--- config.mk ---
export PLATFORM = sky130hd
export DESIGN_NAME = bp_me_l2_dma_arbiter
export DESIGN_NICKNAME = d
export VERILOG_FILES = /design/src/rtl/bp_me_l2_dma_arbiter.sv
export SDC_FILE = /design/constraint.sdc
export NUM_CORES = 1
export LEC_CHECK = 0
export CELL_PAD_IN_SITES_DETAIL_PLACEMENT = 1
export CELL_PAD_IN_SITES_GLOBAL_PLACEMENT = 2
export CORE_AREA = 2 2 193 195
export CTS_CLUSTER_SIZE = 12
export DETAILED_ROUTE_END_ITERATION = 6
export DIE_AREA = 0 0 195 197
export HOLD_SLACK_MARGIN = 0.05
export PLACE_DENSITY_LB_ADDON = 0.1
export SYNTH_ARGS = -nofsm -noshare
export SYNTH_HDL_FRONTEND = slang
export SYNTH_SLANG_ARGS = --single-unit
export TNS_END_PERCENT = 20
--- constraint.sdc ---
create_clock -name clk_i -period 4.2 [get_ports clk_i]
set_input_delay 1.26 -clock clk_i [delete_from_list [all_inputs] [get_ports clk_i]]
set_output_delay 1.26 -clock clk_i [all_outputs]
set_load 0.01 [all_outputs]
--- src/rtl/bp_me_l2_dma_arbiter.sv ---
`default_nettype none
// +-------------------------------------------------------------------------+
// | Module   : bp_me_l2_dma_arbiter                                         |
// | Desc     : Shares one DRAM DMA channel between NUM_CACHES_P L2 banks.   |
// |            Round-robin packet arbitration, in-order read and write      |
// |            ownership FIFOs that steer fill beats to / write beats from  |
// |            the owning bank.                                             |
// | Option   : `define BP_ME_L2_DMA_ARBITER_PERF_EN adds grant_count_o,     |
// |            a per-bank 32-bit count of accepted packets.                 |
// | Revision : 1.0  initial release                                         |
// +-------------------------------------------------------------------------+
module bp_me_l2_dma_arbiter #(
    parameter int NUM_CACHES_P      = 2,
    parameter int CADDR_WIDTH_P     = 32,
    parameter int L2_FILL_WIDTH_P   = 64,
    parameter int L2_BLOCK_WIDTH_P  = 512,
    parameter int MAX_OUTSTANDING_P = 4
) (
    input  logic                                        clk_i,
    input  logic                                        reset_i,
    input  logic [NUM_CACHES_P*(CADDR_WIDTH_P+1)-1:0]   dma_pkt_i,
    input  logic [NUM_CACHES_P-1:0]                     dma_pkt_v_i,
    output logic [NUM_CACHES_P-1:0]                     dma_pkt_yumi_o,
    output logic [NUM_CACHES_P*L2_FILL_WIDTH_P-1:0]     dma_data_o,
    output logic [NUM_CACHES_P-1:0]                     dma_data_v_o,
    input  logic [NUM_CACHES_P-1:0]                     dma_data_ready_and_i,
    input  logic [NUM_CACHES_P*L2_FILL_WIDTH_P-1:0]     dma_data_i,
    input  logic [NUM_CACHES_P-1:0]                     dma_data_v_i,
    output logic [NUM_CACHES_P-1:0]                     dma_data_yumi_o,
    output logic [CADDR_WIDTH_P:0]                      mem_dma_pkt_o,
    output logic                                        mem_dma_pkt_v_o,
    input  logic                                        mem_dma_pkt_yumi_i,
    input  logic [L2_FILL_WIDTH_P-1:0]                  mem_dma_data_i,
    input  logic                                        mem_dma_data_v_i,
    output logic                                        mem_dma_data_ready_and_o,
    output logic [L2_FILL_WIDTH_P-1:0]                  mem_dma_data_o,
    output logic                                        mem_dma_data_v_o,
    input  logic                                        mem_dma_data_yumi_i
`ifdef BP_ME_L2_DMA_ARBITER_PERF_EN
    ,
    output logic [NUM_CACHES_P*32-1:0]                  grant_count_o
`endif
);

    localparam int c_pkt_w  = CADDR_WIDTH_P + 1;
    localparam int c_beats  = L2_BLOCK_WIDTH_P / L2_FILL_WIDTH_P;
    localparam int c_id_w   = $clog2(NUM_CACHES_P);
    localparam int c_beat_w = (c_beats > 1) ? $clog2(c_beats) : 1;
    localparam int c_slot_w = (MAX_OUTSTANDING_P > 1) ? $clog2(MAX_OUTSTANDING_P) : 1;
    localparam int c_cnt_w  = $clog2(MAX_OUTSTANDING_P + 1);
    localparam int c_rd     = 0;
    localparam int c_wr     = 1;
    localparam logic [c_beat_w-1:0] c_last_beat = c_beat_w'(c_beats - 1);
    localparam logic [c_id_w-1:0]   c_last_id   = c_id_w'(NUM_CACHES_P - 1);

    logic                       r_rst_d1;
    logic                       w_block;
    logic [c_id_w-1:0]          r_ptr;
    logic [c_id_w-1:0]          w_winner;
    logic [c_id_w-1:0]          w_idx;
    logic                       w_any;
    logic                       w_grant;
    logic [c_pkt_w-1:0]         w_pkt   [NUM_CACHES_P];
    logic [L2_FILL_WIDTH_P-1:0] w_wdata [NUM_CACHES_P];
    logic [NUM_CACHES_P-1:0]    w_eligible;
    logic                       w_push  [2];
    logic                       w_pop   [2];
    logic                       w_full  [2];
    logic                       w_empty [2];
    logic [c_id_w-1:0]          w_head_id [2];
    logic [c_beat_w-1:0]        r_rd_beat;
    logic [c_beat_w-1:0]        r_wr_beat;
    logic                       w_rd_beat;
    logic                       w_wr_beat;

    // Per-bank unpacking; a bank may only compete if the FIFO its packet needs has room
    for (genvar i = 0; i < NUM_CACHES_P; i++) begin : g_bank
        assign w_pkt[i]      = dma_pkt_i[i*c_pkt_w +: c_pkt_w];
        assign w_wdata[i]    = dma_data_i[i*L2_FILL_WIDTH_P +: L2_FILL_WIDTH_P];
        assign w_eligible[i] = dma_pkt_v_i[i] &
                               ~(w_pkt[i][CADDR_WIDTH_P] ? w_full[c_wr] : w_full[c_rd]);
        assign dma_data_o[i*L2_FILL_WIDTH_P +: L2_FILL_WIDTH_P] = mem_dma_data_i;
    end

    // Outputs are held quiet while in reset and for one cycle after it
    always_ff @(posedge clk_i) begin
        r_rst_d1 <= reset_i;
    end
    assign w_block = reset_i | r_rst_d1;

    // Round-robin search: scanning downward so the lowest offset from r_ptr wins last
    always_comb begin
        w_any    = 1'b0;
        w_winner = '0;
        w_idx    = '0;
        for (int off = NUM_CACHES_P - 1; off >= 0; off--) begin
            w_idx = c_id_w'((int'(r_ptr) + off) % NUM_CACHES_P);
            if (w_eligible[w_idx]) begin
                w_any    = 1'b1;
                w_winner = w_idx;
            end
        end
    end

    assign mem_dma_pkt_v_o  = w_any & ~w_block;
    assign mem_dma_pkt_o    = w_pkt[w_winner];
    assign w_grant          = mem_dma_pkt_v_o & mem_dma_pkt_yumi_i;
    assign w_push[c_rd]     = w_grant & ~w_pkt[w_winner][CADDR_WIDTH_P];
    assign w_push[c_wr]     = w_grant &  w_pkt[w_winner][CADDR_WIDTH_P];

    // Pointer moves past the bank that was just accepted; holds otherwise
    always_ff @(posedge clk_i) begin
        if (reset_i) begin
            r_ptr <= '0;
        end else if (w_grant) begin
            r_ptr <= (w_winner == c_last_id) ? '0 : w_winner + 1'b1;
        end
    end

    // Two ownership FIFOs (read, write) holding bank ids in grant order
    for (genvar f = 0; f < 2; f++) begin : g_fifo
        logic [c_id_w-1:0]   r_mem [MAX_OUTSTANDING_P];
        logic [c_slot_w-1:0] r_head;
        logic [c_slot_w-1:0] r_tail;
        logic [c_cnt_w-1:0]  r_count;

        assign w_full[f]    = (r_count == c_cnt_w'(MAX_OUTSTANDING_P));
        assign w_empty[f]   = (r_count == '0);
        assign w_head_id[f] = r_mem[r_head];

        // Push granted id at tail, pop head on the last beat of its burst
        always_ff @(posedge clk_i) begin
            if (reset_i) begin
                r_head  <= '0;
                r_tail  <= '0;
                r_count <= '0;
                for (int s = 0; s < MAX_OUTSTANDING_P; s++) begin
                    r_mem[s] <= '0;
                end
            end else begin
                if (w_push[f]) begin
                    r_mem[r_tail] <= w_winner;
                    r_tail <= (r_tail == c_slot_w'(MAX_OUTSTANDING_P - 1)) ? '0 : r_tail + 1'b1;
                end
                if (w_pop[f]) begin
                    r_head <= (r_head == c_slot_w'(MAX_OUTSTANDING_P - 1)) ? '0 : r_head + 1'b1;
                end
                if (w_push[f] & ~w_pop[f]) begin
                    r_count <= r_count + 1'b1;
                end else if (~w_push[f] & w_pop[f]) begin
                    r_count <= r_count - 1'b1;
                end
            end
        end
    end

    // Read return: only the oldest read owner may take a fill beat
    assign mem_dma_data_ready_and_o = ~w_block & ~w_empty[c_rd] & dma_data_ready_and_i[w_head_id[c_rd]];
    assign w_rd_beat                = mem_dma_data_v_i & mem_dma_data_ready_and_o;
    assign w_pop[c_rd]              = w_rd_beat & (r_rd_beat == c_last_beat);

    // Write data: only the oldest write owner may send a beat
    assign mem_dma_data_o   = w_wdata[w_head_id[c_wr]];
    assign mem_dma_data_v_o = ~w_block & ~w_empty[c_wr] & dma_data_v_i[w_head_id[c_wr]];
    assign w_wr_beat        = mem_dma_data_v_o & mem_dma_data_yumi_i;
    assign w_pop[c_wr]      = w_wr_beat & (r_wr_beat == c_last_beat);

    // Beat counters track position within the current read and write bursts
    always_ff @(posedge clk_i) begin
        if (reset_i) begin
            r_rd_beat <= '0;
            r_wr_beat <= '0;
        end else begin
            if (w_rd_beat) begin
                r_rd_beat <= (r_rd_beat == c_last_beat) ? '0 : r_rd_beat + 1'b1;
            end
            if (w_wr_beat) begin
                r_wr_beat <= (r_wr_beat == c_last_beat) ? '0 : r_wr_beat + 1'b1;
            end
        end
    end

    // One-hot steering of per-bank handshake outputs
    always_comb begin
        dma_pkt_yumi_o  = '0;
        dma_data_v_o    = '0;
        dma_data_yumi_o = '0;
        if (w_grant) begin
            dma_pkt_yumi_o[w_winner] = 1'b1;
        end
        if (~w_block & ~w_empty[c_rd] & mem_dma_data_v_i) begin
            dma_data_v_o[w_head_id[c_rd]] = 1'b1;
        end
        if (w_wr_beat) begin
            dma_data_yumi_o[w_head_id[c_wr]] = 1'b1;
        end
    end

`ifdef BP_ME_L2_DMA_ARBITER_PERF_EN
    for (genvar i = 0; i < NUM_CACHES_P; i++) begin : g_perf
        logic [31:0] r_grant_count;

        // Free-running count of packets accepted from this bank
        always_ff @(posedge clk_i) begin
            if (reset_i) begin
                r_grant_count <= '0;
            end else if (w_grant && (w_winner == c_id_w'(i))) begin
                r_grant_count <= r_grant_count + 32'd1;
            end
        end
        assign grant_count_o[i*32 +: 32] = r_grant_count;
    end
`endif

endmodule
`default_nettype wire

Word level (Yosys, flattened, before mapping)
Memories as Yosys holds them, arrays and structs flattened. A register that Yosys moved wholly into a read port is not among the register bits.
Index checks and enable logic that the tools add are counted.
- flip-flop bits (word level): 22
- word-level logic and storage cells: 141
- memories: 2
- output and inout port bits: 234
- bits of input ports: 269
- RAM bits: 8
- memory list (memory ; depth ; width ; rd ports ; clocked after memory_dff ; wr ports ; line ; RTL):
    g_fifo[0].r_mem ; 4 ; 1 ; 1 ; 1 ; 4 ; 122 ; logic [c_id_w-1:0] r_mem [MAX_OUTSTANDING_P];
    g_fifo[1].r_mem ; 4 ; 1 ; 1 ; 1 ; 4 ; 122 ;
- bitwise logic cells: 32
- $add $sub $neg: 12
- reduce and logical (&&, ||, !) cells: 9
- multiplexer cells: 58
- eq/ne operators: 8
- $lt $le $gt $ge: 10
- operators by type and width (cell ; count):
    $mux 64 ; 3
    $mux 33 ; 3
    $mux 1 ; 30
    $mux 2 ; 13
    $and 1x1->1 ; 19
    $mux 3 ; 6
    $add 3x1->3 const B ; 4
    $eq 3x3->1 const B ; 4
    $lt 1x2->1 const B ; 5
    $not 1->1 ; 10
    $add 2x1->2 const B ; 4
    $eq 2x2->1 const B ; 4
    $logic_not 3->1 ; 2
    $sub 3x1->3 const B ; 2
    $ge 2x2->1 const B ; 2
    $not 1->2 ; 2
    $reduce_bool 2->1 ; 2
    $demux 1 s1 ; 3
    $ge 1x1->1 const B ; 3
    $logic_and 1x1->1 ; 3
    $add 1x1->1 const B ; 2
    $reduce_or 1->1 ; 2
    $or 1x1->1 ; 1

Logic depth before layout (Yosys ltp)
Gate-level depths: netlist of run 1.
- depth after elaboration: 19
- mapped depth: 10

Least setup slack after synthesis of run 1
Ideal clock, no wire load.
- kind: input to output
- from: input port dma_pkt_i[32]
- to: output port mem_dma_pkt_o[29]
- data required time: 2.940 ns
- data arrival time: 2.676 ns
- cell stages on the path: 7
- path buffers: 3
- slack: 0.264 ns
- cells stage by stage: buf_6 -> nor4b_4 -> nor2_1 -> o32a_1 -> buf_6 -> buf_6 -> mux2_4
- word-level cells in the longest chain between the ends: 11
- ends and longest elaborated chain (what ; line ; RTL):
    start: declaration ; 21 ; input logic [NUM_CACHES_P*(CADDR_WIDTH_P+1)-1:0] dma_pkt_i,
    $mux 1 (*) ; 81 ; ~(w_pkt[i][CADDR_WIDTH_P] ? w_full[c_wr] : w_full[c_rd]);
    $not 1->1 (*) ; 81 ;
    $and 1x1->1 (*) ; 80 ; assign w_eligible[i] = dma_pkt_v_i[i] &
    $mux 1 (not written as such) (2 in a row) ; 98 ; if (w_eligible[w_idx]) begin
    $mux 1 ; 98 ;
    $mux 1 (*) ; 98 ;
    $not 1->2 (not written as such) (*) ; 106 ; assign mem_dma_pkt_o = w_pkt[w_winner];
    $mux 33 (not written as such) (*) (3 in a row) ; 106 ;
    end: declaration ; 30 ; output logic [CADDR_WIDTH_P:0] mem_dma_pkt_o,
Mark *: on every way between the ends. The rest lies on a longest branch, timed or not. The select of a mux whose other input is x is not followed.

Final worst setup path of run 1
- from: input port reset_i
- to: output port mem_dma_pkt_v_o
- word-level cells in the longest chain between the ends: 3
- ends and longest elaborated chain (what ; line ; RTL):
    start: declaration ; 20 ; input logic reset_i,
    $or 1x1->1 ; 89 ; assign w_block = reset_i | r_rst_d1;
    $not 1->1 ; 105 ; assign mem_dma_pkt_v_o = w_any & ~w_block;
    $and 1x1->1 ; 105 ;
    end: declaration ; 31 ; output logic mem_dma_pkt_v_o,
Every way passes these cells.

==> results_dict.tcl, run 1 <==
set metrics [dict create \
    status "finished, final reports clean" \
    dr.pass1.iters 4 \
    synth_top_area_cell "mux2_2" \
    ys_seq_area_share_pct 18.37 \
    multi_input_area_um2 2318 \
    coreArea_um2 36260 \
    io_buffers 310 \
    htree_levels 2 \
    cts_hold_buf 0 \
    post-dp-hpwl_um 17990 \
    critPathKind "in -> out" \
    drc_errors 0 \
    skew_ps 11.21 \
    slew_viol_final 0 \
    worstPathArrival_ps 2850 \
    fin_crit_sh_pct 97.94 \
    cp_max_fo 7 \
    place_congestion 0.7756 \
    wirelength_um 20750 \
    die_x_um 195 \
    grt_start_max_net_pins 30 \
    hp-start "r_wr_beat[2]" \
    ant_nets 0 \
    rsz0062_at_grt "no" \
    synthTopCellsByCount "buf_4, mux2_2, dfxtp_1" \
    hold_path_class "reg -> reg" \
    clk_pin_slew_ps 60 \
    grt_usage_pct 10.40 \
    worstMarginPinSlew_ps 697.1 \
    post-synth-top-count-cell "buf_4" \
    wire_per_inst_um 18.47 \
    avgSynthCellArea_um2 9.565 \
    via_count 4055 \
    cp-end-kind "primary output" \
    drt-initial-drc-count 72 \
    netlist_instances 433 \
    drive_gt1_share_pct 33.18 \
    fp.dieH_um 197 \
    max-vdd-ir-drop_uv 210.5 \
    r2r_cells 9 \
    syn_nets 714 \
    synth_top_flop_cell "dfxtp_1" \
    synth_area_um2 4141 \
    netlist_top_cells_area "mux2_2, buf_4, dfxtp_1" \
    finalCriticalPeriod_ps 4114 \
    antenna_found_initial 2 \
    max_freq_mhz 243.1 \
    worst_setup_path_start_kind "input port" \
    crit_path_start "reset_i" \
    ioPinCount 503 \
    vias_per_cell 3.611 \
    numCtsBuffers 5 \
    cts_tree "built" \
    ys_seq_elements 34 \
    initial_core_util_pct 11.42 \
    grt_pass1_wl_um 29980 \
    async_reset_ff_share_pct 0 \
    std_cell_rows 70 \
    leakagePower_uw 0.002788 \
    rr_startpoint "g_fifo[1].r_mem[2]" \
    relSlewSlack_pct 53.43 \
    fin_area_um2 7243 \
    fillCellCount 4206 \
    ys_types 54 \
    clkLatencyLatePin_ps 280 \
    nets 934 \
    place_area_um2 7101 \
    design.die.area_um2 38420 \
    finalSetupViolations 0 \
    synth_edf_count 8 \
    total_power_uw 1505 \
    synth_warnings 0 \
    grt_pass1_vias 4567 \
    cts_root_buf "clkbuf_16" \
    hold_depth 2 \
    hold_viol 0 \
    overflow 0 \
    synth_top_area_share_pct 26.92 \
    whs_ps 492.2 \
    seq_area_um2 760.7 \
    numClockSinks 34 \
    tns_ps 0 \
    area_growth_pct 74.89 \
    fin_util_pct 19.98 \
    max_cap_violations 0 \
    p_per_area_nw_per_um2 207.8 \
    worst_ep_required_time_ps 2940 \
    clock_path_buffers 2 \
]
-- where the power goes --
group | leakage [uW] | switching (uW) | internal (uW)
clock network | 0.0000940 | 150 | 341
logic | 0.00240 | 239 | 421
registers | 0.000294 | 10.4 | 343
-- cell usage in the layout (no fill, tap or decap), drive strengths merged, types with 3 or more instances in the layout --
cell type,count
mux2,104
and2,3
inv,13
o311ai,4
nor4,5
nor4b,3
clkdlybuf4s50,267
o21ai,8
nor2b,3
nand3,7
clkbuf,5
edfxtp,8
a21oi,9
dfxtp,26
or3,3
nor2,21
xor2,4
buf,80
a41o,4
dlygate4sd2,10
mux2i,4
ha,10
a31o,6
and3,3
nand2,9
-- routing by layer --
metal	routed length [um]	GRT usage, %	share of wire (%)	vias up
li1	-	-	-	1861
met1	7019	9.942	34	1872
met2	10980	20.17	53	309
met3	2501	5.048	12	11
met4	226	1.894	1.1	2
met5	13	0	0.063	-
-- kinds of logic (layout without fill, tap and decap cells) --
logic type	Yosys count	count (layout)	share of synthesized area [%]
buf+inv	157	378	26.56
mux	110	110	30.79
simple gates	69	69	9.608
compound gates	47	47	9.849
flops	34	34	18.37
fa+ha+maj	12	12	3.988
xor+xnor	4	4	0.8458
other cells	0	1	0
-- final cells by class --
| class | instances | share of cell area (%) |
|---|---|---|
| multi-input combinational | 242 | 32.01 |
| antenna | 1 | 0.03455 |
| sequential | 34 | 10.50 |
| timing repair buffer | 357 | 46.02 |
| inverter | 13 | 0.6737 |
| clock buffer | 5 | 1.727 |
| tap | 468 | 8.084 |
| clock inverter | 3 | 0.9501 |
-- through the flow --
step / std cells / setup slack [ps]
after floorplan: 433 / 263.9
after global placement: 1108 / -521.7
after detailed placement: 1108 / -577.6
after CTS: 1122 / 55.54
after global routing: 1123 / 0.8769
final: 1123 / 86.34
-- path summary, 6_finish.rpt --
kind / endpoint / slack, ps
setup / recovery: mem_dma_pkt_v_o / 90
hold reg to reg: r_wr_beat[2] / 490
setup reg to reg: g_fifo[1].r_count[2] / 1160
hold / removal: r_wr_beat[2] / 490
-- worst max-delay path: stages --
cell and delay (ps):
clkdlybuf4s50_1 430, nor2_1 100, buf_4 180, a21boi_0 270, clkdlybuf4s50_1 620
-- timing repair --
action | CTS | global route
resized for setup | 153 | 0
pin swaps | 3 | 2
cloned | 1 | 0
setup endpoints to repair | 40 | 5
buffers inserted | 5 | 0
(Power assumes the default switching activity.)
==> run 2, diff against run 1 <==
--- a/config.mk
+++ b/config.mk
@@ -8,11 +8,13 @@
 export CELL_PAD_IN_SITES_DETAIL_PLACEMENT = 1
 export CELL_PAD_IN_SITES_GLOBAL_PLACEMENT = 2
 export CORE_AREA = 2 2 193 195
+export CTS_BUF_LIST = sky130_fd_sc_hd__clkbuf_8
 export CTS_CLUSTER_SIZE = 12
 export DETAILED_ROUTE_END_ITERATION = 6
 export DIE_AREA = 0 0 195 197
 export HOLD_SLACK_MARGIN = 0.05
 export PLACE_DENSITY_LB_ADDON = 0.1
+export SLEW_MARGIN = 30
 export SYNTH_ARGS = -nofsm -noshare
 export SYNTH_HDL_FRONTEND = slang
 export SYNTH_SLANG_ARGS = --single-unit
==> constraint.sdc (replaced) <==
create_clock -name clk_i -period 4.2 [get_ports clk_i]
set_input_delay 1.26 -clock clk_i [delete_from_list [all_inputs] [get_ports clk_i]]
set_output_delay 1.26 -clock clk_i [all_outputs]
set_load 0.005 [all_outputs]
==> run 2 against run 1 <==
  * Worst setup slack got worse by 73 ps
  * Sequential share of layout area decreased by 0.13 points
  * Flip-flop and latch count did not move
  * Total power shrank 8.1%
  * Count of clock-buffer cells in the layout is the same
  * Final cell count rose by 0.62%
  * First-iteration DRC count up 24%
  * Non-clock buffer count rose by 7
  * Critical path depth grew 2
  * Clock skew shrank 1.5 ps
  * Largest power group unchanged
==> results_dict.tcl, run 2 (same netlist as run 1, synthesis figures left out) <==
set metrics [dict create \
    status "finished, final reports clean" \
    worst_path_max_delay_cell "o32a_4" \
    crit_cells 7 \
    area_growth_pct 77.10 \
    worstMarginPinSlew_ps 455.8 \
    hold_path_class "reg -> reg" \
    overflow 0 \
    total_power_uw 1382 \
    worst_ep_required_time_ps 2940 \
    grt_start_max_net_pins 29 \
    cp_cell_sequence "buf_4 > nor4b_4 > nor2_2 > o32a_4 > bufbuf_16 > mux2_2 > dlygate4sd2_1" \
    drive_gt1_share_pct 32.53 \
    place_ws_ps -512.9 \
    ant_nets 0 \
    max_freq_mhz 238.9 \
    numClockSinks 34 \
    grt_usage_pct 10.70 \
    clkLatencyLatePin_ps 300 \
    nets 941 \
    drc_errors 0 \
    final_common_cell "clkdlybuf4s50_1" \
    grt_pass1_wl_um 30670 \
    fin_crit_sh_pct 99.67 \
    hold_viol 0 \
    clk_pin_slew_ps 80 \
    initial_core_util_pct 11.42 \
    r2r_cells 12 \
    place_congestion 0.7772 \
    via_count 4015 \
    path_buf_inv 3 \
    rsz0062_at_grt "yes" \
    numCtsBuffers 5 \
    cp_max_fo 8 \
    antenna_found_initial 4 \
    worst_setup_path_start_kind "input port" \
    vias_per_cell 3.553 \
    place_area_um2 7108 \
    hold_depth 1 \
    max-vdd-ir-drop_uv 108.7 \
    p_per_area_nw_per_um2 188.5 \
    fin_area_um2 7335 \
    skew_ps 9.749 \
    drt-initial-drc-count 89 \
    max_cap_violations 0 \
    design.die.area_um2 38420 \
    finalCriticalPeriod_ps 4186 \
    relSlewSlack_pct 69.13 \
    io_buffers 310 \
    slew_viol_final 0 \
    worst_slack_ps 13.75 \
    fp.dieH_um 197 \
    leakagePower_uw 0.002891 \
    coreArea_um2 36260 \
    finalSetupViolations 0 \
    htree_levels 2 \
    whs_ps 499.2 \
    wire_per_inst_um 18.73 \
    post-dp-hpwl_um 17940 \
    critPathKind "in -> out" \
    grt_pass1_vias 4722 \
    die_x_um 195 \
    final_cell_mix "clkdlybuf4s50_1, mux2_2, buf_4, dfxtp_1, clkbuf_2" \
    fin_util_pct 20.23 \
    critPathMaxStageDelay_ps 390 \
    cts_tree "built" \
    cp-end-kind "primary output" \
    wirelength_um 21170 \
    critical_path.top_delay_family "buffers and inverters" \
    cts_hold_buf 0 \
    dr.pass1.iters 4 \
    cts_root_buf "clkbuf_8" \
    ioPinCount 503 \
    clock_path_buffers 2 \
    std_cell_rows 70 \
    worstPathArrival_ps 2930 \
    fillCellCount 4225 \
]
## run 2: cell types whose count changed in the layout (fill, tap and decap cells not counted), moves of 5 or more
| cell | previous run | this run |
|---|---|---|
| buf_2 | 32 | 0 |
| clkbuf_2 | 0 | 21 |
| buf_4 | 43 | 48 |
| clkbuf_16 | 5 | 0 |
| clkbuf_8 | 0 | 5 |
| dlygate4sd2_1 | 10 | 15 |
## run 2: area by class of cell
cell class,count,area [um2],area share [%]
diodes,1,2.502,0.03412
clock buffers,5,68.82,0.9382
clock inverters,3,68.82,0.9382
inverters,13,48.80,0.6653
multi-input cells,242,2316,31.58
flip-flops and latches,34,760.7,10.37
well taps,468,585.6,7.984
repair buffers,364,3483,47.49
## run 2: where the power goes
| group | switching (uW) | internal [uW] | total, uW |
|---|---|---|---|
| combinational | 211 | 438 | 649 |
| sequential | 10.2 | 343 | 353 |
| clock | 142 | 238 | 381 |
## run 2: metal layers
metal | GRT usage, % | vias up | share of wire [%] | wire length (um)
li1 | - | 1870 | - | -
met1 | 9.564 | 1826 | 32 | 6760
met2 | 21.22 | 305 | 54 | 11440
met3 | 5.835 | 10 | 13 | 2796
met4 | 1.725 | 4 | 0.64 | 136
met5 | 0 | - | 0.17 | 35
## run 2: stage by stage
| stage | instances | TNS [ps] |
|---|---|---|
| after global routing | 1130 | -706.5 |
| after global placement | 1109 | -16510 |
| after floorplan | 433 | 0 |
| after detailed placement | 1109 | -17480 |
| after CTS | 1125 | -679.9 |
| final | 1130 | 0 |
## run 2: path summary, 6_finish.rpt
| path | start | endpoint | slack (ps) |
|---|---|---|---|
| setup / recovery | dma_pkt_i[32] | mem_dma_pkt_o[26] | 10 |
| hold / removal | r_wr_beat[1] | r_wr_beat[1] | 500 |
| setup reg to reg | g_fifo[0].r_count[0] | g_fifo[0].r_count[2] | 1100 |
| hold reg to reg | r_wr_beat[1] | r_wr_beat[1] | 500 |
## run 2: what timing repair did
item	in CTS	in global routing
setup buffers	5	4
pin swaps	4	4
gates resized for setup	67	42
cloned	3	0
setup endpoints to repair	40	21
